--- src/rtl/store_buffer_pkg.sv ---
// Shared types and helpers for the store buffer: length codes, byte counts and the queued entry.
package store_buffer_pkg;

  localparam logic [1:0] LEN_NONE = 2'b00;
  localparam logic [1:0] LEN_BYTE = 2'b01;
  localparam logic [1:0] LEN_HALF = 2'b10;
  localparam logic [1:0] LEN_WORD = 2'b11;

  typedef struct packed {
    logic [1:0]  len;
    logic [31:0] addr;
    logic [31:0] data;
  } stb_entry_t;

  function automatic logic [2:0] len_bytes(input logic [1:0] len);
    case (len)
      LEN_BYTE: return 3'd1;
      LEN_HALF: return 3'd2;
      LEN_WORD: return 3'd4;
      default:  return 3'd0;
    endcase
  endfunction

  // Exclusive end of an access in 33 bits so address+n never wraps.
  function automatic logic [32:0] stb_end(input logic [31:0] addr, input logic [1:0] len);
    return {1'b0, addr} + {30'd0, len_bytes(len)};
  endfunction

endpackage

--- src/rtl/store_buffer_if.sv ---
// Store, load and memory-port signals of the store buffer; slave is the buffer side.
interface store_buffer_if #(parameter int DEPTH = 4);
  localparam int CW = $clog2(DEPTH) + 1;

  logic          ST_valid;
  logic          ST_ready;
  logic [1:0]    ST_length;
  logic [31:0]   ST_address;
  logic [31:0]   ST_data;
  logic          LD_valid;
  logic [1:0]    LD_length;
  logic          LD_signed;
  logic [31:0]   LD_address;
  logic          LD_hazard;
  logic          MEM_write_ready;
  logic [1:0]    MEM_write_length;
  logic [31:0]   MEM_write_address;
  logic [31:0]   MEM_write_data;
  logic [1:0]    MEM_read_length;
  logic          MEM_read_signed;
  logic [31:0]   MEM_read_address;
  logic          STB_empty;
  logic [CW-1:0] STB_count;
  logic          ERR_range;

  modport master (
    output ST_valid, ST_length, ST_address, ST_data,
    output LD_valid, LD_length, LD_signed, LD_address,
    output MEM_write_ready,
    input  ST_ready, LD_hazard,
    input  MEM_write_length, MEM_write_address, MEM_write_data,
    input  MEM_read_length, MEM_read_signed, MEM_read_address,
    input  STB_empty, STB_count, ERR_range
  );

  modport slave (
    input  ST_valid, ST_length, ST_address, ST_data,
    input  LD_valid, LD_length, LD_signed, LD_address,
    input  MEM_write_ready,
    output ST_ready, LD_hazard,
    output MEM_write_length, MEM_write_address, MEM_write_data,
    output MEM_read_length, MEM_read_signed, MEM_read_address,
    output STB_empty, STB_count, ERR_range
  );
endinterface

--- src/rtl/store_buffer_overlap.sv ---
// Combinational byte-range intersect of one queued store against the current load.
module stb_overlap
  import store_buffer_pkg::*;
(
  input  logic        ent_vld,
  input  logic [1:0]  ent_len,
  input  logic [31:0] ent_addr,
  input  logic [1:0]  ld_len,
  input  logic [31:0] ld_addr,
  output logic        hit
);
  // A zero-length load covers no bytes, so it can never overlap.
  assign hit = ent_vld && (ld_len != LEN_NONE)
            && ({1'b0, ld_addr}  < stb_end(ent_addr, ent_len))
            && ({1'b0, ent_addr} < stb_end(ld_addr, ld_len));
endmodule

--- src/rtl/store_buffer.sv ---
// Posted-write FIFO in front of the data memory write port, with load/store hazard detection.
// Optional bounds check on stores and loads enabled by STORE_BUFFER_BOUNDS_CHECK_EN.
module store_buffer
  import store_buffer_pkg::*;
#(
  parameter int DEPTH     = 4,
  parameter int MEM_BYTES = 100
) (
  input  logic          SYS_clk,
  input  logic          SYS_reset,
  store_buffer_if.slave bus
);
  localparam int PW = $clog2(DEPTH);
  localparam int CW = PW + 1;

`ifdef STORE_BUFFER_BOUNDS_CHECK_EN
  localparam bit CHK_EN = 1'b1;
`else
  localparam bit CHK_EN = 1'b0;
`endif

  stb_entry_t       ent_q [DEPTH];
  logic [PW-1:0]    rd_ptr, wr_ptr;
  logic [CW-1:0]    cnt;
  logic [DEPTH-1:0] ent_vld, hit;
  logic             st_ok, ld_ok, st_acc, push, pop, ld_issue, head_vld;

  assign st_ok = !CHK_EN || (stb_end(bus.ST_address, bus.ST_length) <= 33'(MEM_BYTES));
  assign ld_ok = !CHK_EN || (stb_end(bus.LD_address, bus.LD_length) <= 33'(MEM_BYTES));

  assign bus.ST_ready = (cnt != CW'(DEPTH));
  assign st_acc       = bus.ST_valid && bus.ST_ready && (bus.ST_length != LEN_NONE) && !SYS_reset;
  assign push         = st_acc && st_ok;

  // Loads that actually go to memory win the port arbitration over draining.
  assign ld_issue = bus.LD_valid && ld_ok && !bus.LD_hazard;
  assign pop      = (cnt != '0) && bus.MEM_write_ready && !ld_issue;

`ifdef STORE_BUFFER_BOUNDS_CHECK_EN
  assign bus.ERR_range = st_acc && !st_ok;
`else
  assign bus.ERR_range = 1'b0;
`endif

  genvar g;
  generate
    for (g = 0; g < DEPTH; g++) begin : g_ent
      logic [PW-1:0] off;
      // Slot is live when its distance from the head is below the occupancy.
      assign off        = PW'(g) - rd_ptr;
      assign ent_vld[g] = ({1'b0, off} < cnt);
      stb_overlap u_ovl (
        .ent_vld  (ent_vld[g]),
        .ent_len  (ent_q[g].len),
        .ent_addr (ent_q[g].addr),
        .ld_len   (bus.LD_length),
        .ld_addr  (bus.LD_address),
        .hit      (hit[g])
      );
    end
  endgenerate

  assign bus.LD_hazard        = bus.LD_valid && ld_ok && (|hit);
  assign bus.MEM_read_length  = (bus.LD_valid && ld_ok) ? bus.LD_length : LEN_NONE;
  assign bus.MEM_read_signed  = bus.LD_signed;
  assign bus.MEM_read_address = bus.LD_address;

  assign head_vld              = (cnt != '0) && !SYS_reset;
  assign bus.MEM_write_length  = head_vld ? ent_q[rd_ptr].len  : LEN_NONE;
  assign bus.MEM_write_address = head_vld ? ent_q[rd_ptr].addr : 32'd0;
  assign bus.MEM_write_data    = head_vld ? ent_q[rd_ptr].data : 32'd0;

  assign bus.STB_empty = (cnt == '0);
  assign bus.STB_count = cnt;

  always_ff @(posedge SYS_clk) begin
    if (SYS_reset) begin
      rd_ptr <= '0;
      wr_ptr <= '0;
      cnt    <= '0;
    end else begin
      if (push) wr_ptr <= wr_ptr + PW'(1);
      if (pop)  rd_ptr <= rd_ptr + PW'(1);
      case ({push, pop})
        2'b10:   cnt <= cnt + CW'(1);
        2'b01:   cnt <= cnt - CW'(1);
        default: cnt <= cnt;
      endcase
    end
  end

  always_ff @(posedge SYS_clk) begin
    if (push) ent_q[wr_ptr] <= '{len: bus.ST_length, addr: bus.ST_address, data: bus.ST_data};
  end
endmodule

--- src/flat_wrapper.sv ---
// flat-port wrapper written by rule: the top's interface ports become plain ports
module store_buffer_flat import store_buffer_pkg::*;
#(
  parameter int DEPTH     = 4,
  parameter int MEM_BYTES = 100
)
  (SYS_clk, SYS_reset, bus_ST_valid, bus_ST_length, bus_ST_address, bus_ST_data, bus_LD_valid, bus_LD_length, bus_LD_signed, bus_LD_address, bus_MEM_write_ready, bus_ST_ready, bus_LD_hazard, bus_MEM_write_length, bus_MEM_write_address, bus_MEM_write_data, bus_MEM_read_length, bus_MEM_read_signed, bus_MEM_read_address, bus_STB_empty, bus_STB_count, bus_ERR_range);
  store_buffer_if #(.DEPTH(DEPTH)) bus_i ();
  input  logic SYS_clk;
  input  logic SYS_reset;
  input wire logic [$bits(bus_i.ST_valid)-1:0] bus_ST_valid;
  input wire logic [$bits(bus_i.ST_length)-1:0] bus_ST_length;
  input wire logic [$bits(bus_i.ST_address)-1:0] bus_ST_address;
  input wire logic [$bits(bus_i.ST_data)-1:0] bus_ST_data;
  input wire logic [$bits(bus_i.LD_valid)-1:0] bus_LD_valid;
  input wire logic [$bits(bus_i.LD_length)-1:0] bus_LD_length;
  input wire logic [$bits(bus_i.LD_signed)-1:0] bus_LD_signed;
  input wire logic [$bits(bus_i.LD_address)-1:0] bus_LD_address;
  input wire logic [$bits(bus_i.MEM_write_ready)-1:0] bus_MEM_write_ready;
  output wire logic [$bits(bus_i.ST_ready)-1:0] bus_ST_ready;
  output wire logic [$bits(bus_i.LD_hazard)-1:0] bus_LD_hazard;
  output wire logic [$bits(bus_i.MEM_write_length)-1:0] bus_MEM_write_length;
  output wire logic [$bits(bus_i.MEM_write_address)-1:0] bus_MEM_write_address;
  output wire logic [$bits(bus_i.MEM_write_data)-1:0] bus_MEM_write_data;
  output wire logic [$bits(bus_i.MEM_read_length)-1:0] bus_MEM_read_length;
  output wire logic [$bits(bus_i.MEM_read_signed)-1:0] bus_MEM_read_signed;
  output wire logic [$bits(bus_i.MEM_read_address)-1:0] bus_MEM_read_address;
  output wire logic [$bits(bus_i.STB_empty)-1:0] bus_STB_empty;
  output wire logic [$bits(bus_i.STB_count)-1:0] bus_STB_count;
  output wire logic [$bits(bus_i.ERR_range)-1:0] bus_ERR_range;
  assign bus_i.ST_valid = bus_ST_valid;
  assign bus_i.ST_length = bus_ST_length;
  assign bus_i.ST_address = bus_ST_address;
  assign bus_i.ST_data = bus_ST_data;
  assign bus_i.LD_valid = bus_LD_valid;
  assign bus_i.LD_length = bus_LD_length;
  assign bus_i.LD_signed = bus_LD_signed;
  assign bus_i.LD_address = bus_LD_address;
  assign bus_i.MEM_write_ready = bus_MEM_write_ready;
  assign bus_ST_ready = bus_i.ST_ready;
  assign bus_LD_hazard = bus_i.LD_hazard;
  assign bus_MEM_write_length = bus_i.MEM_write_length;
  assign bus_MEM_write_address = bus_i.MEM_write_address;
  assign bus_MEM_write_data = bus_i.MEM_write_data;
  assign bus_MEM_read_length = bus_i.MEM_read_length;
  assign bus_MEM_read_signed = bus_i.MEM_read_signed;
  assign bus_MEM_read_address = bus_i.MEM_read_address;
  assign bus_STB_empty = bus_i.STB_empty;
  assign bus_STB_count = bus_i.STB_count;
  assign bus_ERR_range = bus_i.ERR_range;
  store_buffer #(.DEPTH(DEPTH), .MEM_BYTES(MEM_BYTES)) u_core (.SYS_clk(SYS_clk), .SYS_reset(SYS_reset), .bus(bus_i));
endmodule
--- config.mk ---
export PLATFORM = sky130hd
export DESIGN_NAME = store_buffer_flat
export DESIGN_NICKNAME = d
export VERILOG_FILES = /design/src/rtl/store_buffer_pkg.sv /design/src/rtl/store_buffer_if.sv /design/src/rtl/store_buffer_overlap.sv /design/src/rtl/store_buffer.sv /design/src/flat_wrapper.sv
export SDC_FILE = /design/constraint.sdc
export NUM_CORES = 1
export LEC_CHECK = 0
export ABC_AREA = 0
export CAP_MARGIN = 20
export CORE_MARGIN = 2
export CORE_UTILIZATION = 50
export DETAILED_ROUTE_END_ITERATION = 10
export PLACE_DENSITY = 0.73
export SLEW_MARGIN = 20
export SYNTH_ARGS = -nofsm -noshare
export SYNTH_HDL_FRONTEND = slang
export SYNTH_SLANG_ARGS = --single-unit
--- constraint.sdc ---
create_clock -name SYS_clk -period 8.7 [get_ports SYS_clk]
set_input_delay 0.87 -clock SYS_clk [delete_from_list [all_inputs] [get_ports SYS_clk]]
set_output_delay 0.87 -clock SYS_clk [all_outputs]
set_load 0.02 [all_outputs]
Yosys cells after proc, flatten, opt, wreduce, memory -nomap -nowiden
Memory sizes are Yosys's and may differ from the RTL's. A register that Yosys moved wholly into a read port is not among the register bits.
Index checks and enable logic that the tools add are counted.
{"block": "totals", "n_memories": 1, "input_bits": 106, "wordCells": 90, "out_inout_bits": 108, "regBits": 7, "ram_bits": 264}
{"name": "u_core.ent_q", "depth": 4, "word_bits": 66, "read_ports": 5, "rd_ports_with_merged_regs": 1, "wr": 1, "line": "store_buffer.sv:22", "text": "stb_entry_t ent_q [DEPTH];"}
{"block": "classes", "reduce_logical": 29, "n_lt_le_gt_ge": 12, "addsub": 13, "eq_ne": 18, "n_mux": 14}
{"cell": "32-bit by 33-bit < comparator with 1-bit output", "n": 8}
{"cell": "32-bit by 3-bit adder with 33-bit output", "n": 5}
{"cell": "32-bit two-way mux", "n": 2}
{"cell": "3-bit one-hot mux with 3 select lines", "n": 5}
{"cell": "2-bit equality test, second input constant", "n": 11}
{"cell": "1-bit logical AND", "n": 20}
{"cell": "2-bit by 1-bit equality test with 1-bit output, second input constant", "n": 6}
{"cell": "2-bit by 3-bit < comparator with 1-bit output", "n": 4}
{"cell": "2-bit two-way mux", "n": 4}
{"cell": "3-bit one-hot mux with 2 select lines", "n": 1}
{"cell": "2-bit nonzero test", "n": 3}
{"cell": "2-bit by 1-bit adder with 2-bit output, second input constant", "n": 2}
{"cell": "4-bit OR reduction", "n": 1}
{"cell": "1-bit by 2-bit subtractor with 2-bit output, first input constant", "n": 2}
{"cell": "2-bit subtractor, first input constant", "n": 2}
{"cell": "3-bit by 1-bit adder with 3-bit output, second input constant", "n": 1}
{"cell": "1-bit logical NOT", "n": 3}
{"cell": "3-bit logical NOT", "n": 1}
{"cell": "3-bit != test, second input constant", "n": 1}
{"cell": "3-bit nonzero test", "n": 1}
{"cell": "3-bit by 1-bit subtractor with 3-bit output, second input constant", "n": 1}
{"cell": "1-bit two-way mux", "n": 2}

Logic depth before layout (Yosys ltp)
Gate-level depths: netlist of run 1.
An unclocked memory read counts as a cell.
{"block": "logic_depth", "word_depth": 15, "mapped_depth": 27, "ltp_nobuf": 27}

Cells and area by module
A second synthesis of run 1 with hierarchy kept.
{"block": "hier_totals", "hier_cells": 1897, "hier_area_um2": 21550.7}
{"module": "store_buffer", "cells_each": 535, "area_per_inst_um2": 10904.2, "instances": 1, "seq_area_each_um2": 8107.8}
{"module": "stb_overlap at u_core.g_ent[1].u_ovl ...", "cells_each": 347, "area_per_inst_um2": 2700.1, "instances": 2, "seq_area_each_um2": 0.0}
{"module": "stb_overlap at u_core.g_ent[0].u_ovl", "cells_each": 335, "area_per_inst_um2": 2672.6, "instances": 1, "seq_area_each_um2": 0.0}
{"module": "stb_overlap at u_core.g_ent[2].u_ovl", "cells_each": 333, "area_per_inst_um2": 2573.7, "instances": 1, "seq_area_each_um2": 0.0}

Least setup slack after synthesis of run 1
No wires, ideal clock.
{"block": "synth_path", "path_kind": "in2reg", "startpoint": "input bus_LD_length[0]", "endpoint": "register u_core.cnt[2] (netlist: u_core.bus.STB_count[2])", "path_buffers": 0, "arrival_time_ns": 6.240, "slack_ns": 2.389, "stages": 27, "t_required_ns": 8.629, "setup_ns": 0.071, "path_cell_list": "nor2b_1 ha_1 inv_1 fa_1 nor2b_1 o21ai_1 nor2_1 nand2_1 or3_1 or3_1 nor2_1 xnor2_1 ha_1 a21o_1 a21o_1 a2111o_1 a221oi_1 a311oi_1 a211o_1 and3_4 a31oi_1 ha_1 inv_1 fa_1 xor2_1 or3_1 a21oi_1"}
{"block": "synth_via", "elab_chain_cells": 13, "word_cells_on_any_way": 32, "classes_between": "add/sub (1); order compare (4); eq/ne (5); mux (2); reduce/logical (20)"}
{"item": "start: declaration", "line": "flat_wrapper.sv:16", "text": "input wire logic [$bits(bus_i.LD_length)-1:0] bus_LD_length;"}
{"item": "2-bit equality test or 2-bit by 1-bit equality test with 1-bit output (tied branches)", "line": "store_buffer_pkg.sv:16", "text": "case (len)"}
{"item": "3-bit one-hot mux with 3 select lines", "line": "store_buffer_pkg.sv:16"}
{"item": "32-bit by 3-bit adder with 33-bit output", "line": "store_buffer_pkg.sv:26", "text": "return {1'b0, addr} + {30'd0, len_bytes(len)};"}
{"item": "32-bit by 33-bit < comparator with 1-bit output", "line": "store_buffer_overlap.sv:15", "text": "&& ({1'b0, ent_addr} < stb_end(ld_addr, ld_len));"}
{"item": "1-bit logical AND", "line": "store_buffer_overlap.sv:15"}
{"item": "4-bit OR reduction *", "line": "store_buffer.sv:63", "text": "assign bus.LD_hazard = bus.LD_valid && ld_ok && (|hit);"}
{"item": "1-bit logical AND *", "line": "store_buffer.sv:63"}
{"item": "1-bit logical NOT *", "line": "store_buffer.sv:36", "text": "assign ld_issue = bus.LD_valid && ld_ok && !bus.LD_hazard;"}
{"item": "1-bit logical AND *", "line": "store_buffer.sv:36"}
{"item": "1-bit logical NOT *", "line": "store_buffer.sv:37", "text": "assign pop = (cnt != '0) && bus.MEM_write_ready && !ld_issue;"}
{"item": "1-bit logical AND *", "line": "store_buffer.sv:37"}
{"item": "net u_core.pop", "line": "store_buffer.sv:26", "text": "logic st_ok, ld_ok, st_acc, push, pop, ld_issue, head_vld;"}
{"item": "2-bit by 1-bit equality test with 1-bit output or 2-bit equality test (tied branches)", "line": "store_buffer.sv:84", "text": "case ({push, pop})"}
{"item": "3-bit one-hot mux with 2 select lines or 2-bit nonzero test (tied branches)"}
{"item": "end signal: assignment", "line": "store_buffer.sv:85", "text": "2'b10: cnt <= cnt + CW'(1);"}
{"item": "end signal: assignment", "line": "store_buffer.sv:86", "text": "2'b01: cnt <= cnt - CW'(1);"}
{"item": "end signal: assignment", "line": "store_buffer.sv:87", "text": "default: cnt <= cnt;"}
{"item": "end: declaration", "line": "store_buffer.sv:24", "text": "logic [CW-1:0] cnt;"}
Mark *: on every way through the listed nets, which the timed path passes. The rest lies on a longest branch.
A chain may end at the register's enable or synchronous reset.

Final worst setup path of run 1
{"block": "layout_path", "startpoint": "input bus_LD_length[0]", "endpoint": "output bus_LD_hazard"}
{"block": "layout_via", "elab_chain_cells": 7, "word_cells_on_any_way": 24, "classes_between": "add/sub (1); order compare (4); eq/ne (3); mux (1); reduce/logical (15)"}
{"item": "2-bit equality test or 2-bit by 1-bit equality test with 1-bit output (tied branches)", "line": "store_buffer_pkg.sv:16"}
{"item": "3-bit one-hot mux with 3 select lines", "line": "store_buffer_pkg.sv:16"}
{"item": "32-bit by 3-bit adder with 33-bit output", "line": "store_buffer_pkg.sv:26"}
{"item": "32-bit by 33-bit < comparator with 1-bit output", "line": "store_buffer_overlap.sv:15"}
{"item": "1-bit logical AND", "line": "store_buffer_overlap.sv:15"}
{"item": "4-bit OR reduction *", "line": "store_buffer.sv:63"}
{"item": "1-bit logical AND *", "line": "store_buffer.sv:63"}
{"item": "end: declaration", "line": "flat_wrapper.sv:21", "text": "output wire logic [$bits(bus_i.LD_hazard)-1:0] bus_LD_hazard;"}
Every way passes the cells marked *; elsewhere a longest branch is shown, timed or not.

==> run summary, run 1 <==
syn avg cell area: 11.7 um^2
Clock Latency Late Sink: 0.58 ns
number of port buffers: 210
most frequent cell after synthesis: ha_1
P_leak: 8.38 nW
Max Slew Vio Count: 0
grt total ovfl: 0
total die area: 40400 um^2
post-route ant nets: 0
Area Overhead vs Synth: 18.4%
hold slack: 0.581 ns
htree depth: 1
width of the die: 201 um
Slew @ Worst Pin: 0.799 ns
synthesized instance count: 1652
Final Setup Violations: 0
Cell Count, Final, Fillers Out: 2388
initial antenna violation count: 3
Tmin final: 8.12 ns
post-CTS sizing: 0
Peak Freq: 123 MHz
CP max FO: 8
CP max-delay cell: clkdlybuf4s50_1
DRT Pass-1 Iters: 6
TritonCTS Buffers: 28
setup_tns: 0 ns
Via Count: 14400
Fill cells: 3136
Final Power: 0.00398 W
wire length of the first global-routing pass: 85600 um
CP Launch Type: input port
Max Root-Sink Buffers: 3
Initial Util: 50.4%
total routed wirelength: 56300 um
FF-to-FF setup slack: 2.18 ns
cell family with most CP delay: simple AND/OR/NAND/NOR gates
CP max stage delay: 0.68 ns
Yosys warning count: 0
reg2reg path depth: 25
row count: 72
All-Layer GR Usage: 27.7%
Post-CTS Setup Inserts: 0
status: finished clean
dpl hpwl: 41900 um
CP arrival: 7.25 ns
critical path class: input port to primary output
Max Cap Viol: 0
DRC errors left: 0
crit share post-route: 93.4%
Hold Path Depth: 2
# diodes: 0
slew margin rel.: 46.7%
CTS tree: yes
number of global-route vias before repair: 14600
share of layout cells above drive strength 1: 8.18%
fin nets: 2232
final hold vios: 0
Req. time, crit path: 7.83 ns
DR vias/cell: 6.04
RSZ-0062 raised after global routing: false
Async SR Flop Fraction: 0%
HP Class: flip-flop to flip-flop
Post-synth EDFFs: 264
routed length per instance: 23.6 um
post-synthesis sequential area ratio: 41.8%
synthesized flop and latch total: 273
FF-to-FF End: u_core.bus.STB_count[2]
crit path cell chain: clkdlybuf4s50_1 -> nor2b_1 -> ha_1 -> inv_1 -> fa_1 -> nor2b_1 -> o21ai_1 -> nor2_1 -> nand2_1 -> or3_1 -> or3_1 -> nor2_1 -> xnor2_1 -> ha_1 -> a21o_1 -> a21o_1 -> a2111o_1 -> a221oi_1 -> a311oi_1 -> a211o_1 -> and3_4 -> nand2_2 -> and2_1 -> clkdlybuf4s50_1
Synth area leader: edfxtp_1
Synth area leaders: edfxtp_1 (41%), ha_1 (18%), mux4_2 (7.7%)
dominant synthesized flop cell: edfxtp_1
PwrDens: 173 nW/um^2
worst ir drop on vdd: 0.000218 V
Core Area: 38500 um^2
# placed instances: 2332
I/O Pins: 214
Hold-fix buffers, CTS: 0
Post-Syn Area: 19400 um^2
CTS sink count: 273
R2R Path Start: u_core.ent_q[3][65]
largest net degree at the start of global routing: 67
Die Y: 201 um
CTS Root Cell: clkbuf_16
Post-Syn Nets: 2036
drt first-iter violations: 1053
CP bufs+invs: 3
clk slew on worst S/H paths: 0.06 ns
RePlAce Congestion: 0.955
Hold Path Sink: u_core.bus.STB_count[1]
most common library cells after synthesis: ha_1 (272), edfxtp_1 (264), nand2_1 (120)
crit end category: primary output
top cell type's share of synthesized area: 40.9%
Netlist cell types: 77
Final Skew: 0.0194 ns
hold path startpoint: u_core.bus.STB_count[1]
## worst max path at each step
stage                           startpoint                 endpoint  cells after the start
after global placement    bus_LD_length[0]            bus_LD_hazard                     24
final                     bus_LD_length[0]            bus_LD_hazard                     24
after CTS                 bus_LD_length[0]            bus_LD_hazard                     24
after global routing      bus_LD_length[0]            bus_LD_hazard                     24
after detailed placement  bus_LD_length[0]            bus_LD_hazard                     24
after floorplan           bus_LD_length[0]  u_core.bus.STB_count[2]                     27
## final cells by class
cell class | count | area, um^2 | share of cell area (%)
clock buffers | 33 | 759 | 3.31
clock inverters | 19 | 223 | 0.970
inverters | 35 | 131 | 0.572
multi-input cells | 1287 | 10800 | 47.2
flip-flops and latches | 273 | 8120 | 35.3
well taps | 518 | 648 | 2.82
repair buffers | 223 | 2260 | 9.83
## placed cells by master (no fill, tap or decap), types with 11 or more instances in the layout
master | netlist | routed
ha_1 | 272 | 272
edfxtp_1 | 264 | 264
clkdlybuf4s50_1 | 0 | 210
nand2_1 | 120 | 120
a21oi_1 | 99 | 99
nor2_1 | 88 | 88
xor2_1 | 84 | 84
nor2b_1 | 82 | 82
xnor2_1 | 70 | 70
mux4_2 | 66 | 66
nand3_1 | 64 | 64
nand4_1 | 52 | 52
o21ai_0 | 51 | 51
inv_1 | 35 | 35
a21o_1 | 30 | 30
clkbuf_16 | 0 | 28
and3_1 | 24 | 24
nor3_1 | 22 | 22
and4_1 | 18 | 18
a211oi_1 | 12 | 12
and2_1 | 15 | 11
## worst min-delay path, stage by stage (launching register included)
cell	delay [ns]
dfxtp_1	0.39
a21oi_1	0.09
nor2_1	0.07
## state kept, by name (all words and copies together), names as in the netlist, named ones only
register,count
u_core.ent_q,264
u_core.wr_ptr,2
u_core.bus.STB_count,3
u_core.rd_ptr,2
## logic make-up (layout without fill, tap and decap cells)
kind of cell	Yosys count	count (layout)	synth area share, %
muxes	67	67	7.71
AOI/OAI and AO/OA	258	258	8.40
other	1	1	0.0193
and+or+nand+nor	529	529	14.5
DFF	273	273	41.8
buffers and inverters	92	310	2.44
xor gates and xnor gates	154	154	6.95
adders and majority gates	278	278	18.2
## layer usage
layer  track usage (%)  part of all wire, %
met5                 0                0.071
met4              8.73                  3.2
met3              5.94                  8.2
met2              45.2                   46
met1              37.1                   42
## power breakdown
group	internal [W]	switching, W
Clock	0.000744	0.000517
Sequential	0.00148	0.000110
Combinational	0.000588	0.000537
## per-stage QoR
step                      setup WS, ns  util, %  cell area, um^2
after global routing             0.174     59.7            23000
after detailed placement         0.685     56.9            21900
after global placement           0.886     56.9            21900
after CTS                        0.635     59.5            22900
after floorplan                   2.39        -            19400
final                            0.578     59.7            23000
Power figures use the tool's default switching activity.
==> run 2: changes to the inputs <==
- CAP_MARGIN: 20 -> unset
==> results of run 2 <==
No change in the layout: final DEF, timing and power equal those of run 1.
==> run 3: changes to the inputs <==
- SLEW_MARGIN: 20 -> 30
==> run summary, run 3 (synthesis gave the netlist of run 1 again) <==
status: finished clean (unchanged)
Final Skew: 0.0225 ns (was 0.0194 ns)
I/O Pins: 214 (unchanged)
CP arrival: 7.19 ns (was 7.25 ns)
fin nets: 2233 (was 2232)
hold slack: 0.570 ns (was 0.581 ns)
routed length per instance: 23.6 um (about the same)
Post-CTS Setup Inserts: 0 (unchanged)
max FFs per register: 264 (unchanged)
Core Area: 38500 um^2 (unchanged)
TritonCTS Buffers: 28 (unchanged)
number of port buffers: 210 (unchanged)
R2R Path Start: u_core.ent_q[3][65] (unchanged)
Peak Freq: 124 MHz (was 123 MHz)
initial antenna violation count: 0 (was 3)
Flop pwr share: 40.0% (about the same)
CP max FO: 8 (unchanged)
crit share post-route: 92.6% (was 93.4%)
CP startpoint: bus_LD_length[0] (unchanged)
Tmin final: 8.06 ns (was 8.12 ns)
Hold-fix buffers, CTS: 0 (unchanged)
Slew @ Worst Pin: 0.786 ns (was 0.799 ns)
hold path startpoint: u_core.wr_ptr[1] (was u_core.bus.STB_count[1])
Top reg by flops: u_core.ent_q (unchanged)
Die Y: 201 um (unchanged)
Placement Setup Slack: 0.720 ns (was 0.685 ns)
commonest non-fill, non-tap cell in the layout: ha_1 (unchanged)
CTS tree: yes (unchanged)
Area Overhead vs Synth: 18.1% (was 18.4%)
internal power: 0.00277 W (was 0.00281 W)
Clock Latency Late Sink: 0.59 ns (was 0.58 ns)
Logic pwr share: 29.3% (was 28.3%)
width of the die: 201 um (unchanged)
drt first-iter violations: 938 (was 1053)
clk slew on worst S/H paths: 0.06 ns (about the same)
Final Setup Violations: 0 (unchanged)
setup_tns: 0 ns (unchanged)
Max Root-Sink Buffers: 3 (unchanged)
All-Layer GR Usage: 27.9% (was 27.7%)
crit end category: primary output (unchanged)
Initial Util: 50.4% (unchanged)
CP Launch Type: input port (unchanged)
Fill cells: 3156 (was 3136)
DRT Pass-1 Iters: 7 (was 6)
Final WS setup: 0.641 ns (was 0.578 ns)
Placement Cell Area: 22000 um^2 (was 21900 um^2)
most frequent cells in the layout: ha_1 (272), edfxtp_1 (264), clkdlybuf4s50_1 (210) (unchanged)
DRC errors left: 0 (unchanged)
htree depth: 1 (unchanged)
largest net degree at the start of global routing: 61 (was 67)
total routed wirelength: 56400 um (was 56300 um)
# diodes: 0 (unchanged)
RSZ-0062 raised after global routing: false (unchanged)
Max Cap Viol: 0 (unchanged)
P_leak: 8.34 nW (was 8.38 nW)
post-CTS sizing: 0 (unchanged)
Max Slew Vio Count: 0 (unchanged)
HP Class: flip-flop to flip-flop (unchanged)
DR vias/cell: 6.05 (was 6.04)
wire length of the first global-routing pass: 86500 um (was 85600 um)
Final Cell Area: 22900 um^2 (was 23000 um^2)
Final Power: 0.00393 W (was 0.00398 W)
Req. time, crit path: 7.83 ns (about the same)
worst ir drop on vdd: 0.000203 V (was 0.000218 V)
total die area: 40400 um^2 (unchanged)
critical path class: input port to primary output (unchanged)
Psw: 0.00117 W (was 0.00116 W)
share of layout cells above drive strength 1: 7.86% (was 8.18%)
PwrDens: 172 nW/um^2 (was 173 nW/um^2)
slew margin rel.: 47.6% (was 46.7%)
Switching Fraction: 29.7% (was 29.3%)
Via Count: 14500 (was 14400)
clock share of power: 30.7% (was 31.7%)
number of global-route vias before repair: 14400 (was 14600)
post-route ant nets: 0 (unchanged)
dpl hpwl: 42800 um (was 41900 um)
CTS Root Cell: clkbuf_16 (unchanged)
row count: 72 (unchanged)
final hold vios: 0 (unchanged)
RePlAce Congestion: 0.955 (unchanged)
grt total ovfl: 0 (unchanged)
CTS sink count: 273 (unchanged)
## run 3: metal layers
metal | global-route usage, % | part of all wire [%] | up-vias
li1 | - | - | 6713
met1 | 38.0 | 43 | 7109
met2 | 46.6 | 47 | 547
met3 | 4.95 | 7.5 | 81
met4 | 6.85 | 2.4 | 0
met5 | 0 | 0 | -
## run 3: worst max-delay path, stage by stage
cell	delay, ns
clkdlybuf4s50_1	0.68
nor2b_1	0.20
ha_1	0.19
inv_1	0.06
fa_1	0.40
nor2b_1	0.23
o21ai_1	0.12
nor2_1	0.20
nand2_1	0.16
or3_1	0.48
or3_1	0.37
nor2_1	0.14
xnor2_1	0.27
ha_1	0.35
a21o_1	0.19
a21o_1	0.19
a2111o_1	0.38
a221oi_1	0.22
a311oi_1	0.13
a211o_1	0.32
and3_4	0.17
nand2_2	0.10
and2_1	0.13
clkdlybuf4s50_1	0.64
## run 3: path summary, 6_finish.rpt
path / end / slack (ns) / depth (start not counted)
max: bus_LD_hazard / 0.64 / 24
min: u_core.wr_ptr[1] / 0.57 / 2
max reg2reg: u_core.bus.STB_count[2] / 2.21 / 25
min reg2reg: u_core.wr_ptr[1] / 0.57 / 2
## run 3: metrics by stage
step                util [%]  cells
finish                  59.6   2389
global route            59.6   2389
CTS                     59.6   2389
detailed placement      57.2   2337
global placement        56.9   2332
floorplan                  -   1652
## run 3: final cells by class
| cell class | count | area [um^2] | area share [%] |
|---|---|---|---|
| Multi-Input combinational cell | 1287 | 10800 | 47.3 |
| Sequential cell | 273 | 8120 | 35.4 |
| Timing Repair Buffer | 224 | 2270 | 9.90 |
| Clock inverter | 15 | 176 | 0.770 |
| Inverter | 35 | 131 | 0.573 |
| Tap cell | 518 | 648 | 2.83 |
| Clock buffer | 37 | 744 | 3.25 |
## run 3: power by group through the flow
stage          combinational, W  clock [W]  sequential (W)
2_1_floorplan          0.000793          0         0.00153
6_report                0.00115    0.00121         0.00157
3_3_place_gp            0.00106          0         0.00166
4_1_cts                 0.00116    0.00123         0.00158
3_5_place_dp            0.00115          0         0.00160
5_1_grt                 0.00125    0.00128         0.00159
